$ cat src/rtl/teclado_pkg.sv
// Shared types and helpers for the 4x4 keypad scanner.
package teclado_pkg;

  typedef enum logic [1:0] {BARRIDO, CONFIRMAR, PRESIONADA, LIBERAR} estado_t;

  localparam logic [3:0] FILA_INICIAL = 4'b1110;
  localparam int ANCHO_CODIGO = 4;

  function automatic logic [1:0] indice_fila(input logic [3:0] filas);
    logic [1:0] idx;
    idx = 2'd0;
    case (filas)
      4'b1101: idx = 2'd1;
      4'b1011: idx = 2'd2;
      4'b0111: idx = 2'd3;
      default: idx = 2'd0;
    endcase
    return idx;
  endfunction

  // Fixed priority: the lowest-index low column wins.
  function automatic logic [1:0] columna_baja(input logic [3:0] cols);
    logic [1:0] idx;
    idx = 2'd0;
    if (!cols[0])      idx = 2'd0;
    else if (!cols[1]) idx = 2'd1;
    else if (!cols[2]) idx = 2'd2;
    else if (!cols[3]) idx = 2'd3;
    return idx;
  endfunction

endpackage

$ cat src/rtl/escaneo_teclado_divisor_tick.sv
// Free-running divider producing a one-cycle tick every DIV clocks.
module divisor_tick #(
  parameter int DIV = 50000
) (
  input  logic clk,
  input  logic rst_n,
  output logic tick
);

  localparam int W = $clog2(DIV);

  logic [W-1:0] cuenta;

  assign tick = (cuenta == W'(DIV - 1));

  always_ff @(posedge clk or negedge rst_n) begin
    if (!rst_n)    cuenta <= '0;
    else if (tick) cuenta <= '0;
    else           cuenta <= cuenta + 1'b1;
  end

endmodule

$ cat src/rtl/escaneo_teclado.sv
// Row-scanning 4x4 keypad reader with press/release debounce and a one-cycle
// strobe carrying the {row, col} position code.
module escaneo_teclado
  import teclado_pkg::*;
#(
  parameter int DIV_ESCANEO = 50000,
  parameter int N_ESTABLE   = 10
) (
  input  logic                    clk,
  input  logic                    rst_n,
  input  logic [3:0]              columnas_n,
  output logic [3:0]              filas_n,
  output logic [ANCHO_CODIGO-1:0] codigo_tecla,
  output logic                    tecla_valida,
  output logic                    tecla_presionada
);

  localparam int CW = $clog2(N_ESTABLE + 1);

  logic                    tick;
  logic [3:0]              sinc1, sinc2;
  estado_t                 estado, estado_sig;
  logic [CW-1:0]           cuenta, cuenta_sig;
  logic [1:0]              col, col_sig;
  logic [3:0]              filas_sig;
  logic [ANCHO_CODIGO-1:0] codigo_sig;
  logic                    valida_sig;
  logic                    hay_golpe;
  logic [1:0]              col_golpe;
  logic [3:0]              filas_rot;
  logic                    ultimo;

  divisor_tick #(.DIV(DIV_ESCANEO)) u_divisor (
    .clk   (clk),
    .rst_n (rst_n),
    .tick  (tick)
  );

  always_ff @(posedge clk or negedge rst_n) begin
    if (!rst_n) begin
      sinc1 <= 4'hF;
      sinc2 <= 4'hF;
    end else begin
      sinc1 <= columnas_n;
      sinc2 <= sinc1;
    end
  end

  assign hay_golpe = ~&sinc2;
  assign col_golpe = columna_baja(sinc2);
  assign filas_rot = {filas_n[2:0], filas_n[3]};
  // The stability count is compared before incrementing, so it never exceeds N_ESTABLE.
  assign ultimo    = (cuenta == CW'(N_ESTABLE - 1));

  always_ff @(posedge clk or negedge rst_n) begin
    if (!rst_n) begin
      estado       <= BARRIDO;
      cuenta       <= '0;
      col          <= 2'd0;
      filas_n      <= FILA_INICIAL;
      codigo_tecla <= '0;
      tecla_valida <= 1'b0;
    end else begin
      estado       <= estado_sig;
      cuenta       <= cuenta_sig;
      col          <= col_sig;
      filas_n      <= filas_sig;
      codigo_tecla <= codigo_sig;
      tecla_valida <= valida_sig;
    end
  end

  always_comb begin
    estado_sig = estado;
    cuenta_sig = cuenta;
    col_sig    = col;
    filas_sig  = filas_n;
    codigo_sig = codigo_tecla;
    valida_sig = 1'b0;
    if (tick) begin
      case (estado)
        BARRIDO: begin
          if (hay_golpe) begin
            col_sig    = col_golpe;
            cuenta_sig = CW'(1);
            estado_sig = CONFIRMAR;
          end else begin
            filas_sig = filas_rot;
          end
        end
        CONFIRMAR: begin
          if (hay_golpe && (col_golpe == col)) begin
            cuenta_sig = cuenta + 1'b1;
            if (ultimo) begin
              estado_sig = PRESIONADA;
              codigo_sig = {indice_fila(filas_n), col};
              valida_sig = 1'b1;
            end
          end else begin
            estado_sig = BARRIDO;
            filas_sig  = filas_rot;
          end
        end
        PRESIONADA: begin
          if (!hay_golpe) begin
            cuenta_sig = CW'(1);
            estado_sig = LIBERAR;
          end
        end
        LIBERAR: begin
          if (hay_golpe) begin
            estado_sig = PRESIONADA;
          end else begin
            cuenta_sig = cuenta + 1'b1;
            if (ultimo) begin
              estado_sig = BARRIDO;
              filas_sig  = filas_rot;
            end
          end
        end
        default: estado_sig = BARRIDO;
      endcase
    end
  end

  assign tecla_presionada = (estado == PRESIONADA) || (estado == LIBERAR);

endmodule

$ cat config.mk
export PLATFORM = sky130hd
export DESIGN_NAME = escaneo_teclado
export DESIGN_NICKNAME = d
export VERILOG_FILES = /design/src/rtl/teclado_pkg.sv /design/src/rtl/escaneo_teclado_divisor_tick.sv /design/src/rtl/escaneo_teclado.sv
export SDC_FILE = /design/constraint.sdc
export NUM_CORES = 1
export LEC_CHECK = 0
export ABC_AREA = 1
export CAP_MARGIN = 20
export CELL_PAD_IN_SITES_DETAIL_PLACEMENT = 1
export CELL_PAD_IN_SITES_GLOBAL_PLACEMENT = 1
export CORE_MARGIN = 4
export CORE_UTILIZATION = 46
export DETAILED_ROUTE_END_ITERATION = 12
export PLACE_DENSITY_LB_ADDON = 0.1
export REMOVE_ABC_BUFFERS = 1
export SETUP_SLACK_MARGIN = 0.5
export SLEW_MARGIN = 30
export SYNTH_ARGS = -nofsm -noshare
export SYNTH_HDL_FRONTEND = slang
export SYNTH_HIERARCHICAL = 1
export SYNTH_SLANG_ARGS = --single-unit
$ cat constraint.sdc
create_clock -name clk -period 2.8 [get_ports clk]
set_input_delay 0.56 -clock clk [delete_from_list [all_inputs] [get_ports clk]]
set_output_delay 0.56 -clock clk [all_outputs]
set_load 0.03 [all_outputs]
==> implementation parameters, run 1 <==
Parameter                              Value

Power and ir drop
  Proportion of power drawn by the clock network    0.401
  Share of total power in sequential cells    0.573
  Highest ir drop seen on vdd    ~0.29 mV
  Switching power total    221 µW
  Cell area power density    about 450 mW/mm²
  Internal portion of total power    834 µW
  Portion of total power attributed to combinational logic    0.026
  Switch share    0.210
  LEAKAGE    ~1.2 nW

Finish
  Area used by multi-input combinational logic    847 µm²
  Final Net Count    285
  Count of inserted antenna diode cells    0
  Layout fillers    513
  Area growth from synthesis to layout    15.3%
  Most common cell after layout, fill and taps aside    nand2_1
  Top library cells by usage in the layout, fill and taps aside    nand2_1 (82), nor2_1 (35), inv_1 (33), dfrtp_1 (30), nand3_1 (18)
  Share of cells above drive strength 1    0.105
  Area taken by flip-flops and latches    ~0.0010 mm²

Flow run
  Max-cap violation count    0

Global routing
  Maximum number of pins on one net before global-route repair    42
  M1 GR Usage    0.247
  Via count of the first global-routing pass    ~1.7k
  Global-route wire length before repair    between 7 and 8 mm
  Met3 GRT Util    0.0405
  Antenna violations before repair    0
  Global route total overflow    0
  Most heavily used metal layer in global routing    met2
  GR met2 Demand/Resource    0.294
  Overall global routing resource usage    0.182

Floorplanning
  Die Height    roughly 74 µm
  Row count    23
  Die W    74.2 µm
  Number of placed I/O pins    16
  Die footprint    0.00551 mm²
  Starting density of the core    0.490
  Placeable core region    between 0.004 and 0.005 mm²

Synth
  Number of standard cells after synthesis    255
  Fraction of synthesized cell area taken by the top area cell type    0.372
  Yosys top cell by area    dfrtp_1
  Top area cells in the synthesized netlist    dfrtp_1 (37%), nand2_1 (15%), dfstp_2 (14%)
  Syn. warnings    6
  Netlist area before placement    around 0.0020 mm²
  Count of unique library cells instantiated by Yosys    25
  Mean Syn Cell Area    about 7.9 µm²
  Yosys reg bits    41
  Sequential-to-total area share from yosys stat    0.515

Critical path
  Worst R2R Start    u_divisor/cuenta[0]
  Type of the worst setup path    reg2out
  Critical-path cell list    clkdlybuf4s50_1
  Buf+Inv Stages, Crit Path    1
  CP max stage cell    clkdlybuf4s50_1
  Critical path launch point    filas_n[2]
  Kind of launch point of the worst setup path    register
  Required time of the worst setup path    2240 ps
  Kind of cell adding the most delay to the critical path    buffers and inverters
  Path depth of the worst reg2reg path    10
  Kind of end point of the critical path    output pin
  Worst r2r dst    cuenta[0]
  Crit Path Max Fanout    6
  Arrival time at the worst endpoint    about 1600 ps
  Largest incremental delay on the critical path    about 700 ps
  Setup slack on the worst flop-to-flop path    between 800 and 900 ps

STA
  Number of endpoints with negative hold slack in the final report    0
  Transition time at the pin with the least slew margin    about 500 ps
  Setup Viol. Count Final    0
  Worst clock skew    around 8 ps
  Unrepaired setup endpoints after global routing    false
  Worst-case headroom to the max-slew limit    0.663
  Time the final worst path needs with I/O delays and setup    roughly 2100 ps
  TNS Setup    0 ps
  Final Hold Slack    about 230 ps
  Highest Clock Rate    between 400 and 500 MHz
  Number of slew-limit violations in the final report    0
  Share of the clock period used by the worst path    0.767

Clock tree
  Clock transition at the registers of the reported paths    around 80 ps
  TritonCTS clock tree    built
  Clock Latency Late Sink    about 290 ps
  Maximum buffer depth of the clock tree    2
  CTS resizes    0
  Hold-fix buffer count after cts    0
  Clock root cell    clkbuf_8
  TritonCTS Buffers    5
  Count of buffers added by post-CTS timing repair for setup    0
  TritonCTS Sinks    41
  H-tree depth    2

Worst hold path
  Hold crit path type    in2async

Drt
  Overall via count from detail_route    roughly 1.6k
  Number of search-and-repair iterations in the first detailed-routing pass    4
  Final wirelength    around 4.3 mm
  Wirelength per Cell    between 10 and 15 µm
  Number of vias per cell    ~5
  Post-detailed-route count of antenna-violating nets    0
  Iteration-0 DRC count of the detailed router    120
  Count of unresolved DRC violations after routing    0

Status
  Outcome    finished, final reports clean

Place
  Detailed-placement wirelength estimate    roughly 3.2 mm
  Placer Congestion    slightly below 0.8
  Port buffer count    15
area by class of cell:
type,instances,share of cell area
Sequential cell,41,0.447
Multi-Input combinational cell,179,0.364
Inverter,34,0.0549
Clock buffer,7,0.0414
Tap cell,50,0.0269
Clock inverter,1,0.00215
Timing Repair Buffer,15,0.0635
state kept, by name (all words and copies together) (netlist names):
register / cells
col: 2
estado: 2
u_divisor/cuenta: 16
sinc2: 4
tecla_valida: 1
filas_n: 4
cuenta: 4
codigo_tecla: 4
sinc1: 4
cell families (layout without fill, tap and decap cells):
logic type | after synthesis | count (layout) | share of synthesized area
xor+xnor | 7 | 7 | 0.0304
buf+inv | 35 | 57 | 0.0651
fa+ha+maj | 3 | 3 | 0.0186
simple gates | 153 | 153 | 0.324
flops | 41 | 41 | 0.515
compound gates | 16 | 16 | 0.0471
worst max path at each step:
stage | endpoint | cells after the start | slack, ps
floorplan | cuenta[0] | 10 | 1120
global placement | cuenta[0] | 10 | 980
detailed placement | filas_n[0] | 10 | 890
CTS | filas_n[2] | 1 | 640
global route | filas_n[2] | 1 | 600
finish | filas_n[2] | 1 | 650
Yosys cell counts:
library cell  instances
dfstp_2              11
nand2_1              82
xor2_1                7
or2_2                 1
inv_1                33
nand3_2               1
nor3_1                3
nor3_4                1
o21ai_1               1
or2_0                 1
nand4_1               7
nand2_2               3
nor2_1               35
clkbuf_1              1
a31oi_1               1
inv_2                 1
o21ai_0               8
o211ai_1              1
dfrtp_1              30
a21oi_2               2
nand3_1              18
a21oi_1               2
nand3b_1              1
a32oi_1               1
ha_1                  3
metrics by stage:
step                      worst slack (ps)  std cells  cell area [µm²]  power [mW]   util
after global routing                   602        327             2330        1.10  0.565
after floorplan                       1120        254             2010       0.623      -
after global placement                 983        319             2220       0.643  0.540
after CTS                              636        327             2320        1.07  0.565
final                                  653        327             2330        1.06  0.565
after detailed placement               893        319             2220       0.644  0.540
layer usage:
metal | up-vias | part of all wire
met5 | - | 0
met3 | 7 | 0.035
li1 | 838 | -
met1 | 767 | 0.51
met4 | 0 | 0.010
met2 | 23 | 0.45
power groups by stage:
stage	Sequential [mW]	Clock, mW	Combinational (mW)
final	0.605	0.423	0.0270
after global routing	0.606	0.463	0.0317
after CTS	0.605	0.435	0.0280
after detailed placement	0.616	0	0.0279
after global placement	0.616	0	0.0269
after floorplan	0.615	0	0.00771
(Power assumes the default switching activity.)
==> inputs of run 2 (changes only) <==
--- a/config.mk
+++ b/config.mk
@@ -10,7 +10,7 @@
 export CELL_PAD_IN_SITES_DETAIL_PLACEMENT = 1
 export CELL_PAD_IN_SITES_GLOBAL_PLACEMENT = 1
 export CORE_MARGIN = 4
-export CORE_UTILIZATION = 46
+export CORE_UTILIZATION = 38
 export DETAILED_ROUTE_END_ITERATION = 12
 export PLACE_DENSITY_LB_ADDON = 0.1
 export REMOVE_ABC_BUFFERS = 1
==> constraint.sdc (replaced) <==
create_clock -name clk -period 1.97 [get_ports clk]
set_input_delay 0.394 -clock clk [delete_from_list [all_inputs] [get_ports clk]]
set_output_delay 0.394 -clock clk [all_outputs]
set_load 0.03 [all_outputs]
==> run 2 against run 1 <==
Net effect: sequential share of layout area shrank 6.8 points; sequential power grew 42%; core utilization shrank 2.9 points; register-to-register slack lost 510 ps; die area grew 19%; clock skew is essentially flat; total power grew 37%; non-clock buffer count grew 34; design area grew 18%; flip-flop and latch count is the same; critical endpoint is now cuenta[0]; largest power group unchanged.
==> implementation parameters, run 2 (same netlist as run 1, synthesis figures left out) <==
Parameter                              Value

Critical path
  Kind of launch point of the worst setup path    register
  Critical path launch point    sinc2[2]
  CP max stage cell    dfstp_2
  Type of the worst setup path    reg2reg
  Top cell by count, worst path    nand2_1
  Worst R2R Start    sinc2[2]
  Arrival time at the worst endpoint    1840 ps (+250 ps)
  Critical-path cell list    nand2_1 -> nor2_4 -> inv_1 -> a21oi_4 -> nand2_4 -> or2_0 -> nand2_1
  Largest incremental delay on the critical path    530 ps (-170 ps)
  Setup slack on the worst flop-to-flop path    370 ps (-510 ps)
  Crit Path Max Fanout    6 (unchanged)
  Required time of the worst setup path    2200 ps (-40 ps)
  Kind of end point of the critical path    register

Finish
  Number of standard cells in the final layout excluding fillers    381 (+17%)
  Share of cells above drive strength 1    0.322 (+0.217)
  Layout fillers    665 (+30%)
  Area taken by flip-flops and latches    0.00104 mm² (+0.36%)
  Largest register by flop count    u_divisor/cuenta
  Area used by multi-input combinational logic    0.00101 mm² (+19%)
  Top library cells by usage in the layout, fill and taps aside    nand2_1 (72), inv_1 (31), buf_4 (31), nor2_1 (28), dfrtp_1 (27)
  Count of inserted antenna diode cells    0 (unchanged)
  Area growth from synthesis to layout    36.5%
  Final Net Count    319 (+12%)
  Most common cell after layout, fill and taps aside    nand2_1
  Number of flip-flops in the largest register    16 (unchanged)

Place
  Detailed-placement wirelength estimate    3.15 mm (-2.4%)
  Number of placed instances with taps included    342 (+7.2%)
  Placer Congestion    0.752 (-4.0%)
  Port buffer count    15 (unchanged)

STA
  Transition time at the pin with the least slew margin    513 ps (+6.88 ps)
  Time the final worst path needs with I/O delays and setup    1600 ps
  Number of slew-limit violations in the final report    0 (unchanged)
  Final Hold Slack    143 ps (-83.2 ps)
  Worst clock skew    8.07 ps (+0.173 ps)
  Share of the clock period used by the worst path    0.813
  Highest Clock Rate    approximately 620 MHz
  Worst-case headroom to the max-slew limit    0.658 (-0.00459)
  Number of endpoints with negative hold slack in the final report    0 (unchanged)
  Unrepaired setup endpoints after global routing    true
  TNS Setup    0 ps (unchanged)
  Setup Viol. Count Final    0 (unchanged)

Power and ir drop
  LEAKAGE    1.36 nW (+18%)
  Highest ir drop seen on vdd    0.349 mV (+21%)
  Cell area power density    526 mW/mm² (+16%)

Clock tree
  Hold-fix buffer count after cts    0 (unchanged)
  Maximum buffer depth of the clock tree    2 (unchanged)
  TritonCTS Buffers    5 (unchanged)
  TritonCTS clock tree    built
  Clock root cell    clkbuf_8
  Clock Latency Late Sink    300 ps (about the same)
  TritonCTS Sinks    41 (unchanged)
  H-tree depth    2 (unchanged)
  Clock transition at the registers of the reported paths    80 ps (about the same)

Drt
  Wirelength per Cell    12.9 µm (-2.2%)
  Count of unresolved DRC violations after routing    0 (unchanged)
  Post-detailed-route count of antenna-violating nets    0 (unchanged)
  Overall via count from detail_route    1838 (+12%)
  Number of search-and-repair iterations in the first detailed-routing pass    4 (unchanged)
  Final wirelength    4.91 mm (+14%)
  Iteration-0 DRC count of the detailed router    46 (-62%)
  Number of vias per cell    4.82 (-3.5%)

Worst hold path
  Hold crit path type    in2async

Floorplanning
  Die Height    80.9 µm (+8.9%)
  Placeable core region    0.00514 mm² (+25%)
  Row count    26 (+13%)
  Starting density of the core    0.393 (-0.0978)
  Number of placed I/O pins    16 (unchanged)
  Die W    80.9 µm (+8.9%)
  Die footprint    0.00654 mm² (+19%)

Flow run
  Max-cap violation count    0 (unchanged)

Global routing
  Via count of the first global-routing pass    1864 (+10%)
  Maximum number of pins on one net before global-route repair    42 (unchanged)
  Overall global routing resource usage    0.168 (-0.0138)
  Global route total overflow    0 (unchanged)
  Global-route wire length before repair    8.51 mm (+11%)
  Antenna violations before repair    0 (unchanged)

Status
  Outcome    finished, final reports clean
-- run 2: cell count changes in the layout (fill, tap and decap cells not counted), sizes merged --
cell and delta:
buf +38, dlygate4sd2 +1, clkdlybuf4s15 +3, clkdlybuf4s50 -10
clkinv +1, clkbuf +1
-- run 2: where the power goes --
group          internal [mW]  switching (mW)  leakage [nW]
sequential             0.856         0.00406         0.515
clock                  0.246           0.294        0.0450
combinational         0.0170          0.0329         0.805
total                   1.12           0.331          1.36
-- run 2: final cells by class --
cell class	instances	share of cell area
inverters	34	0.0472
well taps	70	0.0318
repair buffers	49	0.145
multi-input cells	179	0.367
clock buffers	6	0.0263
flip-flops and latches	41	0.379
clock inverters	2	0.00363
-- run 2: through the flow --
stage / instance area, µm² / utilization / power [mW] / setup WS (ps)
after detailed placement: 2270 / 0.442 / 0.916 / 151
after global placement: 2270 / 0.442 / 0.916 / 217
after global routing: 2760 / 0.536 / 1.53 / 258
after CTS: 2640 / 0.514 / 1.47 / 260
after floorplan: 2010 / - / 0.886 / 288
final: 2760 / 0.536 / 1.45 / 368
-- run 2: worst paths after layout --
| kind | depth (start not counted) | to |
|---|---|---|
| max in group asynchronous | 2 | estado[0] |
| min in group clk | 0 | sinc2[1] |
| worst max register to register | 7 | cuenta[0] |
| worst min-delay path | 2 | u_divisor/cuenta[12] |
| worst min register to register | 0 | sinc2[1] |
| worst max-delay path | 7 | cuenta[0] |
-- run 2: routing by layer --
| metal | track usage | share of wire | vias to the layer above | wire (µm) |
|---|---|---|---|---|
| met5 | 0 | 0 | - | 0 |
| met4 | 0.0557 | 0.013 | 0 | 65 |
| met3 | 0.0399 | 0.036 | 7 | 178 |
| met2 | 0.268 | 0.49 | 28 | 2380 |
| met1 | 0.225 | 0.47 | 902 | 2280 |
| li1 | - | - | 901 | - |
-- run 2: what timing repair did --
action | 4_1_cts | 5_1_grt
setup buffers | 22 | 9
resized for setup | 61 | 31
setup endpoints to repair | 27 | 29
pin swaps | 22 | 17
cloned | 0 | 0
-- run 2: worst max-delay path, delay by kind of cell, from the launching register on --
| family | cells | cell delay (ps) |
|---|---|---|
| AO/OA/AOI/OAI | 1 | 230 |
| buffers and inverters | 1 | 140 |
| flip-flops | 1 | 530 |
| AND/OR/NAND/NOR | 5 | 630 |
